--- config.mk ---
export PLATFORM = sky130hd
export DESIGN_NAME = cga_isa_wrbuf_flat
export DESIGN_NICKNAME = d
export VERILOG_FILES = /design/src/rtl/cga_isa_wrbuf_if.sv /design/src/rtl/cga_isa_wrbuf.sv /design/src/flat_wrapper.sv
export SDC_FILE = /design/constraint.sdc
export NUM_CORES = 1
export LEC_CHECK = 0
export CAP_MARGIN = 20
export CORE_MARGIN = 2
export CORE_UTILIZATION = 50
export DETAILED_ROUTE_END_ITERATION = 8
export PLACE_DENSITY = 0.84
export SLEW_MARGIN = 10
export SYNTH_ARGS = -nofsm -noshare
export SYNTH_HDL_FRONTEND = slang
export SYNTH_SLANG_ARGS = --single-unit
--- constraint.sdc ---
create_clock -name clk -period 5.4 [get_ports clk]
set_input_delay 0.81 -clock clk [delete_from_list [all_inputs] [get_ports clk]]
set_output_delay 0.81 -clock clk [all_outputs]
set_load 0.03 [all_outputs]
--- src/rtl/cga_isa_wrbuf_if.sv ---
`default_nettype none
// +------------------------------------------------------------------+
// | cga_isa_wrbuf_if : ISA-side and VRAM-side bus of the write buffer |
// | Rev 1.0                                                           |
// +------------------------------------------------------------------+
interface cga_isa_wrbuf_if #(
  parameter int ADDR_W = 19
) ();
  logic              mem_cs;
  logic              memw_l;
  logic              memr_l;
  logic [ADDR_W-1:0] isa_addr;
  logic [7:0]        isa_din;
  logic              isa_op_enable;
  logic [ADDR_W-1:0] vram_addr;
  logic [7:0]        vram_dout;
  logic              vram_we;
  logic              vram_re;
  logic [7:0]        vram_rdata;
  logic [7:0]        rd_data;
  logic              bus_rdy;
  logic              ovf_err;

  modport master (
    output mem_cs, memw_l, memr_l, isa_addr, isa_din, isa_op_enable, vram_rdata,
    input  vram_addr, vram_dout, vram_we, vram_re, rd_data, bus_rdy, ovf_err
  );

  modport slave (
    input  mem_cs, memw_l, memr_l, isa_addr, isa_din, isa_op_enable, vram_rdata,
    output vram_addr, vram_dout, vram_we, vram_re, rd_data, bus_rdy, ovf_err
  );
endinterface
`default_nettype wire

--- src/rtl/cga_isa_wrbuf.sv ---
`default_nettype none
// +------------------------------------------------------------------+
// | cga_isa_wrbuf : posted ISA write FIFO with read-after-drain path  |
// | Rev 1.0                                                           |
// +------------------------------------------------------------------+
module cga_isa_wrbuf #(
  parameter int DEPTH  = 4,
  parameter int ADDR_W = 19
) (
  input  logic           clk,
  input  logic           rst,
  cga_isa_wrbuf_if.slave bus
);
  localparam int c_idx_w = $clog2(DEPTH);
  localparam int c_ptr_w = c_idx_w + 1;

  typedef enum logic [2:0] {
    S_IDLE       = 3'd0,
    S_WR_STALL   = 3'd1,
    S_RD_DRAIN   = 3'd2,
    S_RD_ISSUE   = 3'd3,
    S_RD_CAPTURE = 3'd4,
    S_RD_HOLD    = 3'd5
  } state_t;

  state_t             r_state;
  logic [c_ptr_w-1:0] r_wptr;
  logic [c_ptr_w-1:0] r_rptr;
  logic [ADDR_W-1:0]  r_fifo_addr [DEPTH];
  logic [7:0]         r_fifo_data [DEPTH];
  logic [ADDR_W-1:0]  r_stall_addr;
  logic [7:0]         r_stall_data;
  logic               r_memw_prev;
  logic               r_memr_prev;
  logic               r_armed;
  logic               r_bus_rdy;
  logic               r_ovf_err;
  logic [7:0]         r_rd_data;

  logic               w_empty;
  logic               w_full;
  logic               w_wr_start;
  logic               w_rd_start;
  logic               w_pop;
  logic               w_push;
  logic               w_push_stall;
  logic               w_rd_issue;
  logic               w_drop;
  logic [c_idx_w-1:0] w_head;
  logic [ADDR_W-1:0]  w_push_addr;
  logic [7:0]         w_push_data;

  assign w_empty = (r_wptr == r_rptr);
  assign w_full  = (r_wptr[c_idx_w] != r_rptr[c_idx_w]) &&
                   (r_wptr[c_idx_w-1:0] == r_rptr[c_idx_w-1:0]);

  // r_armed masks the first cycle after reset so an already-low strobe is not an edge
  assign w_wr_start = r_armed & bus.mem_cs & ~bus.memw_l & r_memw_prev;
  assign w_rd_start = r_armed & bus.mem_cs & ~bus.memr_l & r_memr_prev;

  assign w_pop        = bus.isa_op_enable & ~w_empty & (r_state != S_RD_ISSUE);
  assign w_rd_issue   = bus.isa_op_enable & (r_state == S_RD_ISSUE);
  assign w_push_stall = (r_state == S_WR_STALL) & ~w_full;
  assign w_push       = w_push_stall | (w_wr_start & (r_state == S_IDLE) & ~w_full);
  assign w_drop       = w_wr_start & (r_state != S_IDLE);
  assign w_push_addr  = w_push_stall ? r_stall_addr : bus.isa_addr;
  assign w_push_data  = w_push_stall ? r_stall_data : bus.isa_din;
  assign w_head       = r_rptr[c_idx_w-1:0];

  assign bus.vram_we   = w_pop;
  assign bus.vram_re   = w_rd_issue;
  assign bus.vram_addr = w_rd_issue ? bus.isa_addr : r_fifo_addr[w_head];
  assign bus.vram_dout = r_fifo_data[w_head];
  assign bus.rd_data   = r_rd_data;
  assign bus.bus_rdy   = r_bus_rdy;
  assign bus.ovf_err   = r_ovf_err;

  always_ff @(posedge clk) begin
    if (w_push) begin
      r_fifo_addr[r_wptr[c_idx_w-1:0]] <= w_push_addr;
      r_fifo_data[r_wptr[c_idx_w-1:0]] <= w_push_data;
    end
  end

  always_ff @(posedge clk or posedge rst) begin
    if (rst) begin
      r_state      <= S_IDLE;
      r_wptr       <= '0;
      r_rptr       <= '0;
      r_stall_addr <= '0;
      r_stall_data <= '0;
      r_memw_prev  <= 1'b1;
      r_memr_prev  <= 1'b1;
      r_armed      <= 1'b0;
      r_bus_rdy    <= 1'b1;
      r_ovf_err    <= 1'b0;
      r_rd_data    <= 8'h00;
    end else begin
      r_memw_prev <= bus.memw_l;
      r_memr_prev <= bus.memr_l;
      r_armed     <= 1'b1;
      if (w_push) r_wptr <= r_wptr + c_ptr_w'(1);
      if (w_pop)  r_rptr <= r_rptr + c_ptr_w'(1);
      if (w_drop) r_ovf_err <= 1'b1;

      case (r_state)
        S_IDLE: begin
          if (w_rd_start) begin
            r_state   <= S_RD_DRAIN;
            r_bus_rdy <= 1'b0;
          end else if (w_wr_start && w_full) begin
            r_state      <= S_WR_STALL;
            r_bus_rdy    <= 1'b0;
            r_stall_addr <= bus.isa_addr;
            r_stall_data <= bus.isa_din;
          end
        end
        S_WR_STALL: begin
          if (!w_full) begin
            r_state   <= S_IDLE;
            r_bus_rdy <= 1'b1;
          end
        end
        // the read waits until every posted write has reached VRAM
        S_RD_DRAIN:   if (w_empty) r_state <= S_RD_ISSUE;
        S_RD_ISSUE:   if (bus.isa_op_enable) r_state <= S_RD_CAPTURE;
        S_RD_CAPTURE: begin
          r_rd_data <= bus.vram_rdata;
          r_bus_rdy <= 1'b1;
          r_state   <= S_RD_HOLD;
        end
        S_RD_HOLD:    if (bus.memr_l) r_state <= S_IDLE;
        default:      r_state <= S_IDLE;
      endcase
    end
  end
endmodule
`default_nettype wire
--- src/flat_wrapper.sv ---
// flat-port wrapper written by rule: the top's interface ports become plain ports
module cga_isa_wrbuf_flat 
#(
  parameter int DEPTH  = 4,
  parameter int ADDR_W = 19
)
  (clk, rst, bus_mem_cs, bus_memw_l, bus_memr_l, bus_isa_addr, bus_isa_din, bus_isa_op_enable, bus_vram_rdata, bus_vram_addr, bus_vram_dout, bus_vram_we, bus_vram_re, bus_rd_data, bus_bus_rdy, bus_ovf_err);
  cga_isa_wrbuf_if #(.ADDR_W(ADDR_W)) bus_i ();
  input  logic clk;
  input  logic rst;
  input wire logic [$bits(bus_i.mem_cs)-1:0] bus_mem_cs;
  input wire logic [$bits(bus_i.memw_l)-1:0] bus_memw_l;
  input wire logic [$bits(bus_i.memr_l)-1:0] bus_memr_l;
  input wire logic [$bits(bus_i.isa_addr)-1:0] bus_isa_addr;
  input wire logic [$bits(bus_i.isa_din)-1:0] bus_isa_din;
  input wire logic [$bits(bus_i.isa_op_enable)-1:0] bus_isa_op_enable;
  input wire logic [$bits(bus_i.vram_rdata)-1:0] bus_vram_rdata;
  output wire logic [$bits(bus_i.vram_addr)-1:0] bus_vram_addr;
  output wire logic [$bits(bus_i.vram_dout)-1:0] bus_vram_dout;
  output wire logic [$bits(bus_i.vram_we)-1:0] bus_vram_we;
  output wire logic [$bits(bus_i.vram_re)-1:0] bus_vram_re;
  output wire logic [$bits(bus_i.rd_data)-1:0] bus_rd_data;
  output wire logic [$bits(bus_i.bus_rdy)-1:0] bus_bus_rdy;
  output wire logic [$bits(bus_i.ovf_err)-1:0] bus_ovf_err;
  assign bus_i.mem_cs = bus_mem_cs;
  assign bus_i.memw_l = bus_memw_l;
  assign bus_i.memr_l = bus_memr_l;
  assign bus_i.isa_addr = bus_isa_addr;
  assign bus_i.isa_din = bus_isa_din;
  assign bus_i.isa_op_enable = bus_isa_op_enable;
  assign bus_i.vram_rdata = bus_vram_rdata;
  assign bus_vram_addr = bus_i.vram_addr;
  assign bus_vram_dout = bus_i.vram_dout;
  assign bus_vram_we = bus_i.vram_we;
  assign bus_vram_re = bus_i.vram_re;
  assign bus_rd_data = bus_i.rd_data;
  assign bus_bus_rdy = bus_i.bus_rdy;
  assign bus_ovf_err = bus_i.ovf_err;
  cga_isa_wrbuf #(.DEPTH(DEPTH), .ADDR_W(ADDR_W)) u_core (.clk(clk), .rst(rst), .bus(bus_i));
endmodule
**Yosys cells after proc, flatten, opt, wreduce, memory -nomap -nowiden**

Memories as Yosys holds them, arrays and structs flattened.
Index checks and enable logic that the tools add are counted.

- Register bits: 49
- Bits in writable memories: 108
- Bits of input ports: 41
- Output and inout bits: 39
- Logic and storage cells: 71
- Memories kept: 2

- Add/subtract/negate cells: 2
- Eq/ne operators: 14
- Mux-type cells: 16
- Bitwise operators: 18
- Reduce and logical (&&, ||, !) cells: 8

Memories:

| memory | words | bits a word | rd ports | clocked after memory_dff | wr ports | RTL line | text |
|---|---|---|---|---|---|---|---|
| u_core.r_fifo_addr | 4 | 19 | 1 | 0 | 1 | cga_isa_wrbuf.sv:29 | `logic [ADDR_W-1:0] r_fifo_addr [DEPTH];` |
| u_core.r_fifo_data | 4 | 8 | 1 | 0 | 1 | cga_isa_wrbuf.sv:30 | `logic [7:0] r_fifo_data [DEPTH];` |

Operator list:

| kind | number |
|---|---|
| two-way mux 19 bit | 2 |
| two-way mux 3 bit | 6 |
| case mux 3 bit (6 select lines) | 1 |
| AND 1 bit | 12 |
| two-way mux 8 bit | 1 |
| adder 3 x 1 -> 3 bit, second input constant | 2 |
| equality test 3 x 2 -> 1 bit, second input constant | 2 |
| equality test 3 bit, second input constant | 2 |
| inequality test 2 bit, second input constant | 3 |
| inequality test 3 x 2 -> 1 bit, second input constant | 2 |
| AND reduction 3 bit | 2 |
| nonzero test 3 bit | 2 |
| two-way mux 1 bit | 5 |
| NOT 1 bit | 5 |
| AND reduction 5 bit | 1 |
| equality test 3 x 1 -> 1 bit, second input constant | 1 |
| equality test 3 bit | 1 |
| zero test 3 bit | 1 |
| case mux 1 bit (3 select lines) | 1 |
| equality test 2 bit | 1 |
| logical AND 1 bit | 2 |
| inequality test 2 x 1 -> 1 bit, second input constant | 1 |
| inequality test 1 bit | 1 |
| OR 1 bit | 1 |

**Logic depth before layout (Yosys ltp)**

- Depth in word-level cells: 8
- Depth in mapped cells: 5
- Depth with buffers taken out: 4

**Worst setup path after synthesis**

No wires, ideal clock.

- Kind: reg-to-output
- Start point: register u_core.r_rptr[0]
- End point: output port bus_vram_addr[10]
- Arrival time: 1.874 ns
- Data required time: 4.590 ns
- Setup slack: 2.716 ns
- Stages on the path, launching flop included: 5
- Buffers on the path: 2
- Cell sequence: dfrtp_1 buf_2 buf_2 mux4_2 mux2_2

- Longest elaborated chain between the ends: 2

Ends and longest elaborated chain:

| element | RTL line | text |
|---|---|---|
| start, declared | cga_isa_wrbuf.sv:28 | `logic [c_ptr_w-1:0] r_rptr;` |
| start signal, assigned | cga_isa_wrbuf.sv:103 | `if (w_pop) r_rptr <= r_rptr + c_ptr_w'(1);` |
| memory read (4 x 19 bit) | - |  |
| two-way mux 19 bit | cga_isa_wrbuf.sv:72 | `assign bus.vram_addr = w_rd_issue ? bus.isa_addr : r_fifo_addr[w_head];` |
| end, declared | flat_wrapper.sv:18 | `output wire logic [$bits(bus_i.vram_addr)-1:0] bus_vram_addr;` |

Every way passes these cells.

**Final worst setup path**

- Start point: register u_core.r_rptr[0]
- End point: output port bus_vram_addr[6]

Same word-level chain as after synthesis.

==> flow_summary.yaml <==
run_status:
  outcome: "completed"
sta:
  slew_headroom_pct: 41.0
  hold_violations: 0
  grt_setup_unrepaired: "false"
  fin_setup_tns_ps: 0
  setup_viol: 0
  setup_ws_ps: 1580
  finalMaxSlewViolations: 0
  fin_worst_skew_ps: 8.53
  tightest_slew_ps: 882
  layout_min_cycle_time_ps: 3820
  period_share_pct: 70.7
  hold_slack_ps: 483
  fmax_mhz: 262
clock_network:
  cts_tree: "done"
  numClockSinks: 157
  numCtsBuffers: 17
  post_cts_resized: 0
  cts_hold_buf: 0
  htree_num_levels: 4
  root_buffer: "clkbuf_16"
  clockBufferDepth: 2
  insertion_delay_ps: 410
  cts_setup_buffers: 0
  clk_pin_slew_ps: 60
route:
  drc: 0
  wl_met3_um: 454
  drtPass1Iterations: 4
  wl_met2_mm: 6.73
  highest_layer: "met4"
  vias: 3406
  wl_met1_mm: 5.34
  ant_nets: 0
  postRouteWirelength_mm: 12.7
  routedWlPerCell_um: 20.4
  via_per_inst: 5.48
  drt_iter0_drc: 213
die:
  core-area_um2: 13100
  die_width_um: 119
  initial_core_util_pct: 50.7
  num_io_pins: 80
  dieArea_um2: 14200
  die-height_um: 119
  fp-row-count: 42
power_and_ir_drop:
  ir_drop_uv: 338
  power.density_nw_per_um2: 592
  p_leak_nw: 3.05
critical_path:
  critical_path.endpoint_type: "output pin"
  crit_arrival_ps: 3010
  required_ps: 4590
  reg2reg_to: "u_core.r_fifo_addr[2][10]"
  critPathBufInv: 2
  crit_slowest_cell: "dfrtp_2"
  criticalPathCategory: "flip-flop to output pin"
  r2r_cells: 5
  path_delay_family: "buffers and inverters"
  cp_max_fo: 16
  start_kind: "flip-flop"
  r2r_slack_ps: 2420
  cp_cell_sequence: "buf_4 -> mux4_2 -> mux2_2 -> clkdlybuf4s50_1"
  critical_path.max_stage_delay_ps: 720
  r2r-start: "u_core.r_rptr[0]"
final_layout:
  regArea_um2: 4470
  multi_input_area_um2: 2060
  fill_cells: 903
  area_delta_synth_final_pct: 24.2
  fin_nets: 479
  diodes: 0
  final_layout_size_suffix_gt1_share_pct: 36.1
hold_path:
  hp-class: "flip-flop to flip-flop"
  hold_end: "u_core.bus.ovf_err"
  hold_depth: 1
  hold_start: "u_core.bus.ovf_err"
synth:
  synth_enable_flop_cells: 108
  synth_area_um2: 6640
  synth_ff_type: "edfxtp_1"
  syn_area_per_cell_um2: 19.6
  synth_area_leaders: "edfxtp_1 49%, dfrtp_1 17%, mux2_2 11%"
  syn_inst: 339
  synth_warnings: 0
  synthTopCellsByCount: "108 x edfxtp_1, 63 x mux2_2, 46 x dfrtp_1, 27 x mux4_2, 20 x mux2_4"
  syn_nets: 385
  synth_top_area_share_pct: 48.9
  synth-seq-cells: 157
  yosysMostFrequentCell: "edfxtp_1"
  synthDistinctLibCells: 40
  yosys.area.top_type: "edfxtp_1"
  synth-seq-area-share_pct: 67.4
  async_reset_ff_share_pct: 31.2
job:
  drv_cap: 0
placed_design:
  hpwlAfterDp_mm: 7.85
  place_ws_ps: 1460
  io_buffer_count: 79
  gp_congestion: 0.772
grt:
  antenna_found_initial: 0
  overflow: 0
  grt_pass1_vias: 3774
  track_usage_pct: 19.7
  grt_pass1_wl_mm: 20.8
  grt_max_degree: 50
## metal layers
metal / vias up / track usage, %
met5: - / 0
met3: 13 / 5.84
li1: 1518 / -
met4: 0 / 5.80
met1: 1787 / 24.4
met2: 88 / 33.7
## stage by stage
step           area (um2)  total power [mW]  utilization (%)  cells
3_5_place_dp         7620              3.68             58.3    589
5_1_grt              8240              5.10             63.0    622
4_1_cts              8230              4.92             62.9    621
3_3_place_gp         7620              3.62             58.3    589
6_report             8240              4.88             63.0    622
2_1_floorplan        6640              3.05                -    339
## placed cells by master (no fill, tap or decap), drive strengths merged, types with 3 or more instances in the layout
| cell type | n |
|---|---|
| inv | 6 |
| nand2b | 3 |
| clkbuf | 19 |
| and2 | 4 |
| mux2 | 83 |
| clkdlybuf4s50 | 79 |
| bufinv | 4 |
| xnor2 | 5 |
| a311oi | 3 |
| nand2 | 5 |
| xor2 | 3 |
| edfxtp | 108 |
| buf | 9 |
| mux4 | 27 |
| dfrtp | 46 |
| dfstp | 3 |
| nor2 | 4 |
| clkinv | 7 |
| ha | 5 |
## final cells by class
class                           instances  share of cell area (%)
Clock inverter                         13                    2.13
Clock buffer                           19                    5.25
Inverter                                6                   0.273
Tap cell                              176                    2.67
Multi-Input combinational cell        163                    24.9
Sequential cell                       157                    54.3
Timing Repair Buffer                   88                    10.5
## flip-flops by register name (all words and copies together), names as in the netlist
signal	count
u_core.r_fifo_data	32
u_core.r_stall_data	8
u_core.r_rptr	3
u_core.r_fifo_addr	76
u_core.r_wptr	3
u_core.bus.ovf_err	1
u_core.r_armed	1
u_core.r_memw_prev	1
u_core.r_stall_addr	19
u_core.bus.rd_data	8
u_core.bus.bus_rdy	1
u_core.r_state	3
u_core.r_memr_prev	1
## power breakdown
part / total (mW) / internal (mW) / switching (mW)
registers: 1.80 / 1.63 / 0.169
logic: 1.86 / 0.890 / 0.970
clock network: 1.22 / 0.768 / 0.450
## how the worst max path moves through the flow
| stage | from | endpoint | cells past startpoint |
|---|---|---|---|
| final | u_core.r_rptr[0] | bus_vram_addr[6] | 4 |
| after global routing | u_core.r_rptr[0] | bus_vram_addr[7] | 4 |
| after CTS | bus_isa_op_enable | bus_vram_addr[9] | 4 |
| after detailed placement | bus_isa_op_enable | bus_vram_addr[9] | 4 |
| after global placement | bus_isa_op_enable | bus_vram_addr[17] | 4 |
| after floorplan | u_core.r_rptr[0] | bus_vram_addr[10] | 4 |
## cell families (layout without fill, tap and decap cells)
| family | after synthesis | count (layout) | share of synthesized area [%] |
|---|---|---|---|
| buf+inv | 19 | 126 | 1.66 |
| simple gates | 24 | 24 | 2.41 |
| mux | 110 | 110 | 24.4 |
| flops | 157 | 157 | 67.4 |
| xor+xnor | 8 | 8 | 1.39 |
| other cells | 1 | 1 | 0.0565 |
| compound gates | 15 | 15 | 1.79 |
| fa+ha+maj | 5 | 5 | 0.942 |
Power figures use the tool's default switching activity.
